[src/rtl/video_sync_decoder.sv]
// Measures video sync timing (line length, sync width, lines per frame), tracks timing lock and
// packs active-region pixels MSB-first into bytes for a capture buffer.
module video_sync_decoder #(
  parameter int unsigned ADDR_WIDTH  = 12,
  parameter int unsigned LOCK_FRAMES = 2
) (
  input  logic                  pixel_clk_i,
  input  logic                  reset_n_i,
  input  logic                  h_sync_i,
  input  logic                  v_sync_i,
  input  logic                  h_active_i,
  input  logic                  v_active_i,
  input  logic                  video_i,
  output logic [10:0]           h_total_o,
  output logic [7:0]            h_sync_width_o,
  output logic [9:0]            v_total_o,
  output logic                  locked_o,
  output logic                  frame_start_o,
  output logic [ADDR_WIDTH-1:0] cap_addr_o,
  output logic [7:0]            cap_data_o,
  output logic                  cap_we_o
);

  localparam int unsigned MatchW = (LOCK_FRAMES < 2) ? 1 : $clog2(LOCK_FRAMES + 1);

  typedef enum logic [1:0] {StUnlocked, StMeasure, StLocked} lock_state_e;

  lock_state_e state_q, state_d;

  logic                  hs_q, vs_q, ha_q;
  logic                  hs_rise, hs_fall, vs_rise, ha_fall;
  logic [10:0]           line_cnt_q, line_cnt_d, h_total_q, h_total_d, prev_h_q, prev_h_d;
  logic [7:0]            sw_cnt_q, sw_cnt_d, sw_q, sw_d;
  logic [9:0]            lines_q, lines_d, lines_inc, v_total_q, v_total_d, prev_v_q, prev_v_d;
  logic [MatchW-1:0]     match_q, match_d;
  logic [MatchW:0]       match_inc;
  logic                  line_sat, frame_sat, timing_match;
  logic                  frame_start_q;
  logic [7:0]            shift_q, shift_d, shift_in, wr_byte;
  logic [2:0]            bit_cnt_q, bit_cnt_d, pad;
  logic                  do_write;
  logic [ADDR_WIDTH-1:0] wr_addr_q, wr_addr_d, cap_addr_q, cap_addr_d;
  logic [7:0]            cap_data_q, cap_data_d;
  logic                  cap_we_q, cap_we_d;

  assign hs_rise = h_sync_i & ~hs_q;
  assign hs_fall = ~h_sync_i & hs_q;
  assign vs_rise = v_sync_i & ~vs_q;
  assign ha_fall = ~h_active_i & ha_q;

  // Timing measurement
  always_comb begin
    line_sat  = (line_cnt_q == 11'h7ff);
    frame_sat = (lines_q == 10'h3ff);

    line_cnt_d = line_sat ? line_cnt_q : line_cnt_q + 11'd1;
    h_total_d  = h_total_q;
    if (hs_rise) begin
      line_cnt_d = '0;
      if (!line_sat) h_total_d = line_cnt_q + 11'd1;
    end

    sw_cnt_d = '0;
    if (h_sync_i) sw_cnt_d = (sw_cnt_q == 8'hff) ? sw_cnt_q : sw_cnt_q + 8'd1;
    sw_d = hs_fall ? sw_cnt_q : sw_q;

    // A line starting on the v_sync rise cycle still belongs to the closing frame.
    lines_inc = (hs_rise && !frame_sat) ? lines_q + 10'd1 : lines_q;
    lines_d   = lines_inc;
    v_total_d = v_total_q;
    if (vs_rise) begin
      v_total_d = lines_inc;
      lines_d   = '0;
    end
  end

  // Lock tracking, evaluated once per frame against the previous frame's measurements
  always_comb begin
    state_d      = state_q;
    match_d      = match_q;
    prev_h_d     = prev_h_q;
    prev_v_d     = prev_v_q;
    timing_match = (h_total_d == prev_h_q) && (v_total_d == prev_v_q);
    match_inc    = {1'b0, match_q} + (MatchW+1)'(1);

    if (line_sat || frame_sat) begin
      state_d = StUnlocked;
      match_d = '0;
    end else if (vs_rise) begin
      case (state_q)
        StUnlocked: begin
          state_d = StMeasure;
          match_d = '0;
        end
        StMeasure: begin
          if (timing_match) begin
            match_d = match_inc[MatchW-1:0];
            if (match_inc >= (MatchW+1)'(LOCK_FRAMES)) state_d = StLocked;
          end else begin
            match_d = '0;
          end
        end
        StLocked: begin
          if (!timing_match) begin
            state_d = StMeasure;
            match_d = '0;
          end
        end
        default: state_d = StUnlocked;
      endcase
    end

    if (vs_rise) begin
      prev_h_d = h_total_d;
      prev_v_d = v_total_d;
    end
  end

  // Pixel capture
  always_comb begin
    shift_d    = shift_q;
    bit_cnt_d  = bit_cnt_q;
    wr_addr_d  = wr_addr_q;
    cap_addr_d = cap_addr_q;
    cap_data_d = cap_data_q;
    cap_we_d   = 1'b0;
    do_write   = 1'b0;
    wr_byte    = '0;
    shift_in   = {shift_q[6:0], video_i};
    // Left-justify a partial byte: 8 - count, modulo 8, for counts 1..7.
    pad        = 3'd0 - bit_cnt_q;

    if (h_active_i && v_active_i) begin
      shift_d   = shift_in;
      bit_cnt_d = bit_cnt_q + 3'd1;
      if (bit_cnt_q == 3'd7) begin
        do_write = 1'b1;
        wr_byte  = shift_in;
      end
    end else if (ha_fall && v_active_i && (bit_cnt_q != 3'd0)) begin
      do_write  = 1'b1;
      wr_byte   = shift_q << pad;
      shift_d   = '0;
      bit_cnt_d = '0;
    end

    if (do_write) begin
      cap_we_d   = 1'b1;
      cap_data_d = wr_byte;
      cap_addr_d = wr_addr_q;
      wr_addr_d  = wr_addr_q + ADDR_WIDTH'(1);
    end

    // A write landing on the frame boundary still uses the old address.
    if (vs_rise) begin
      wr_addr_d = '0;
      shift_d   = '0;
      bit_cnt_d = '0;
    end
  end

  always_ff @(posedge pixel_clk_i or negedge reset_n_i) begin
    if (!reset_n_i) begin
      hs_q          <= 1'b0;
      vs_q          <= 1'b0;
      ha_q          <= 1'b0;
      line_cnt_q    <= '0;
      h_total_q     <= '0;
      sw_cnt_q      <= '0;
      sw_q          <= '0;
      lines_q       <= '0;
      v_total_q     <= '0;
      prev_h_q      <= '0;
      prev_v_q      <= '0;
      match_q       <= '0;
      state_q       <= StUnlocked;
      frame_start_q <= 1'b0;
      shift_q       <= '0;
      bit_cnt_q     <= '0;
      wr_addr_q     <= '0;
      cap_addr_q    <= '0;
      cap_data_q    <= '0;
      cap_we_q      <= 1'b0;
    end else begin
      hs_q          <= h_sync_i;
      vs_q          <= v_sync_i;
      ha_q          <= h_active_i;
      line_cnt_q    <= line_cnt_d;
      h_total_q     <= h_total_d;
      sw_cnt_q      <= sw_cnt_d;
      sw_q          <= sw_d;
      lines_q       <= lines_d;
      v_total_q     <= v_total_d;
      prev_h_q      <= prev_h_d;
      prev_v_q      <= prev_v_d;
      match_q       <= match_d;
      state_q       <= state_d;
      frame_start_q <= vs_rise;
      shift_q       <= shift_d;
      bit_cnt_q     <= bit_cnt_d;
      wr_addr_q     <= wr_addr_d;
      cap_addr_q    <= cap_addr_d;
      cap_data_q    <= cap_data_d;
      cap_we_q      <= cap_we_d;
    end
  end

  assign h_total_o      = h_total_q;
  assign h_sync_width_o = sw_q;
  assign v_total_o      = v_total_q;
  assign locked_o       = (state_q == StLocked);
  assign frame_start_o  = frame_start_q;
  assign cap_addr_o     = cap_addr_q;
  assign cap_data_o     = cap_data_q;
  assign cap_we_o       = cap_we_q;

endmodule

[config.mk]
export PLATFORM = sky130hd
export DESIGN_NAME = video_sync_decoder
export DESIGN_NICKNAME = d
export VERILOG_FILES = /design/src/rtl/video_sync_decoder.sv
export SDC_FILE = /design/constraint.sdc
export NUM_CORES = 1
export LEC_CHECK = 0
export ABC_AREA = 0
export BUFFER_PORTS_ARGS = -buffer_cell sky130_fd_sc_hd__buf_4
export CORE_MARGIN = 1
export CORE_UTILIZATION = 45
export DETAILED_ROUTE_END_ITERATION = 6
export PLACE_DENSITY = 0.67
export REMOVE_ABC_BUFFERS = 1
export SLEW_MARGIN = 20
export SYNTH_ARGS = -nofsm -noshare
export SYNTH_HDL_FRONTEND = slang
export SYNTH_SLANG_ARGS = --single-unit
export TNS_END_PERCENT = 50
[constraint.sdc]
create_clock -name pixel_clk_i -period 8.5 [get_ports pixel_clk_i]
set_input_delay 0.425 -clock pixel_clk_i [delete_from_list [all_inputs] [get_ports pixel_clk_i]]
set_output_delay 0.425 -clock pixel_clk_i [all_outputs]
set_load 0.01 [all_outputs]
==> results.yml <==
run_status:
  outcome: "complete, no violations"
critical_path:
  crit_path_top_delay_cell: "o41ai_2"
  cp_data_required_time_ns: 8.80
  crit_top_cell: "buf_4"
  crit_start: "vs_q"
  crit_path_start_kind: "flop"
  worstReg2RegEnd: "state_q[0]"
  r2r_slack_ns: 4.87
  cp_num_buf_inv: 3
  r2r-start: "vs_q"
  cp_cell_sequence: "nand2b_1 > buf_4 > inv_1 > buf_4 > nor2_1 > a311oi_1 > xor2_1 > nor4_1 > nand4_2 > o41ai_2 > nor4b_2 > nor3_1"
  crit_fanout: 49
  endpoint_kind: "flop"
  critical_path_class: "flop to flop"
  cp_num_cells: 12
  critical-path-max-stage-delay_ns: 0.51
  crit_family: "simple AND/OR/NAND/NOR gates"
  worstPathArrival_ns: 3.93
  crit_end: "state_q[0]"
  reg2reg_depth: 12
placed_design:
  gp_congestion: 0.8536
  io_buffers: 58
  placed_area_mm2: 0.007036
  place.detailed.hpwl_um: 9848
  place_ws_ns: 4.796
  placedCellCount: 857
synth:
  yosysUniqueCellTypes: 67
  synth_top_area_cell: "dfrtp_1"
  avgSynthCellArea_um2: 10.00
  netlist.area_leader.share: 0.5049
  yosysSeqAreaShare: 0.5049
  synth_ff_type: "dfrtp_1"
  synth-seq-cells: 131
  async_flop_share: 1.000
  synth_cells: 649
  synth_edf_count: 0
  synth_warnings: 0
  synth.area.top_cells: "dfrtp_1, nand2_1, nor2_1, o21ai_0, xor2_1"
  netlist_area_mm2: 0.006492
layout:
  most-common-layout-cells: "dfrtp_1, nand2_1, buf_4, nor2_1, o21ai_0"
  design_area_mm2: 0.007572
  final_common_cell: "dfrtp_1"
  layout.cells.non_filler: 887
  syn2layout_area_growth_pct: 16.63
  drive_gt1_frac: 0.1669
  num-nets-final: 716
  antenna_cells: 0
  fillers: 1267
global_route:
  grt_overflow: 0
  antenna_found_initial: 0
  grt_util_met1: 0.2794
  grt_pass1_vias: 4871
  grt_start_max_net_pins: 72
  busiest_layer: "met2"
  grtUsageMet3: 0.04401
  grtUsageTotal: 0.2079
  grt_pass1_wl_um: 23830
  met2_usage: 0.3224
clock_network:
  cts_tree: "yes"
  clock_sinks: 131
  cts.reportedPaths.clkPinSlew_ns: 0.05
  numCtsBuffers: 17
  cts_setup_buffers: 0
  clockBufferDepth: 2
  cts_root_buffer: "clkbuf_16"
  cts_resized: 0
  hold_buffers: 0
  clk_latency_ns: 0.42
  h-tree-depth: 4
floorplanning:
  rows: 43
  dieArea_mm2: 0.01491
  io_pins: 59
  die_y_um: 122.1
  die_x_um: 122.1
  start_util: 0.4641
  core_mm2: 0.01399
detailed_routing:
  routedWlPerCell_um: 16.02
  dr.pass1.iters: 5
  ant_nets: 0
  vias_per_cell: 5.639
  vias: 5002
  drt_wl_total_um: 14210
  drt_iter0_drc: 425
  drc: 0
sta:
  period_share: 0.4276
  timing.final.max_slew_violations: 0
  hold_viol_final: 0
  slew-limit-headroom: 0.4085
  rsz0062_at_grt: "no"
  tns_ns: 0
  worstMarginPinSlew_ns: 0.8872
  layout_setup_ws_ns: 4.865
  fmax_mhz: 275.1
  min_period_ns: 3.635
  final-setup-viol-count: 0
  fin_skew_ns: 0.005786
flow_run:
  cap_viol_max_count: 0
pwr:
  ir_drop_mv: 0.2295
  power.density_mw_per_mm2: 220.4
  p_leak_nw: 3.558
  power_mw: 1.669
hold_path:
  worstHoldPathType: "primary input to async pin"
worst min path at each step:
stage                   from            end  slack [ns]  cells past startpoint
2_1_floorplan      reset_n_i   bit_cnt_q[0]        0.13                      0
3_3_place_gp   cap_addr_o[4]  cap_addr_o[4]        0.45                      2
3_5_place_dp   cap_addr_o[8]  cap_addr_o[8]        0.46                      2
4_1_cts            reset_n_i     shift_q[7]        0.10                      1
5_1_grt             v_sync_i           vs_q        0.11                      1
6_report           reset_n_i  cap_data_o[6]        0.07                      1
state kept, by name, summed over array words and instances, names as in the netlist, 2 cells and up:
name,flops
sw_cnt_q,8
h_sync_width_o,8
match_q,2
cap_data_o,8
prev_h_q,11
prev_v_q,10
h_total_o,11
state_q,2
lines_q,10
v_total_o,10
shift_q,8
bit_cnt_q,3
cap_addr_o,12
line_cnt_q,11
wr_addr_q,12
where the power goes:
| part | total [mW] | switching, mW | internal [mW] |
|---|---|---|---|
| clock | 0.671 | 0.252 | 0.419 |
| combinational | 0.266 | 0.150 | 0.116 |
| sequential | 0.732 | 0.0547 | 0.677 |
metrics by stage:
stage          utilization  hold WS (ns)
6_report            0.5413       0.06854
5_1_grt             0.5413        0.1112
4_1_cts             0.5413        0.1026
3_5_place_dp        0.5030        0.4571
3_3_place_gp        0.5030        0.4522
2_1_floorplan            -        0.1294
cells by family (layout without fill, tap and decap cells):
family,count (synthesis),in the layout,share of synthesized area
simple gates,248,248,0.1927
xor+xnor,39,39,0.05473
buf+inv,58,116,0.03719
mux,28,28,0.05358
compound gates,132,132,0.1318
flops,131,131,0.5049
fa+ha+maj,13,13,0.02505
cell usage after synthesis (all sizes together), types with 12 or more instances:
cell type  count
a21oi         32
and3          16
buf           12
clkbuf        23
dfrtp        131
ha            13
inv           22
mux2          14
nand2         81
nand3         21
nand4         14
nor2          53
nor3          14
o21ai         40
xnor2         18
xor2          20
layer usage:
metal,up-vias,part of all wire
li1,2411,-
met1,2440,0.46
met2,130,0.47
met3,21,0.048
met4,0,0.021
met5,-,0
cell type report:
type                            instances  area (um2)  share of cell area
Tap cell                              180       225.2             0.02974
Multi-Input combinational cell        460        2973              0.3926
Clock buffer                           24       481.7             0.06362
Sequential cell                       131        3278              0.4329
Timing Repair Buffer                   63       473.0             0.06246
Clock inverter                          6       55.05            0.007270
Inverter                               23       86.33             0.01140
No activity file was read; power rests on OpenSTA's default activity.
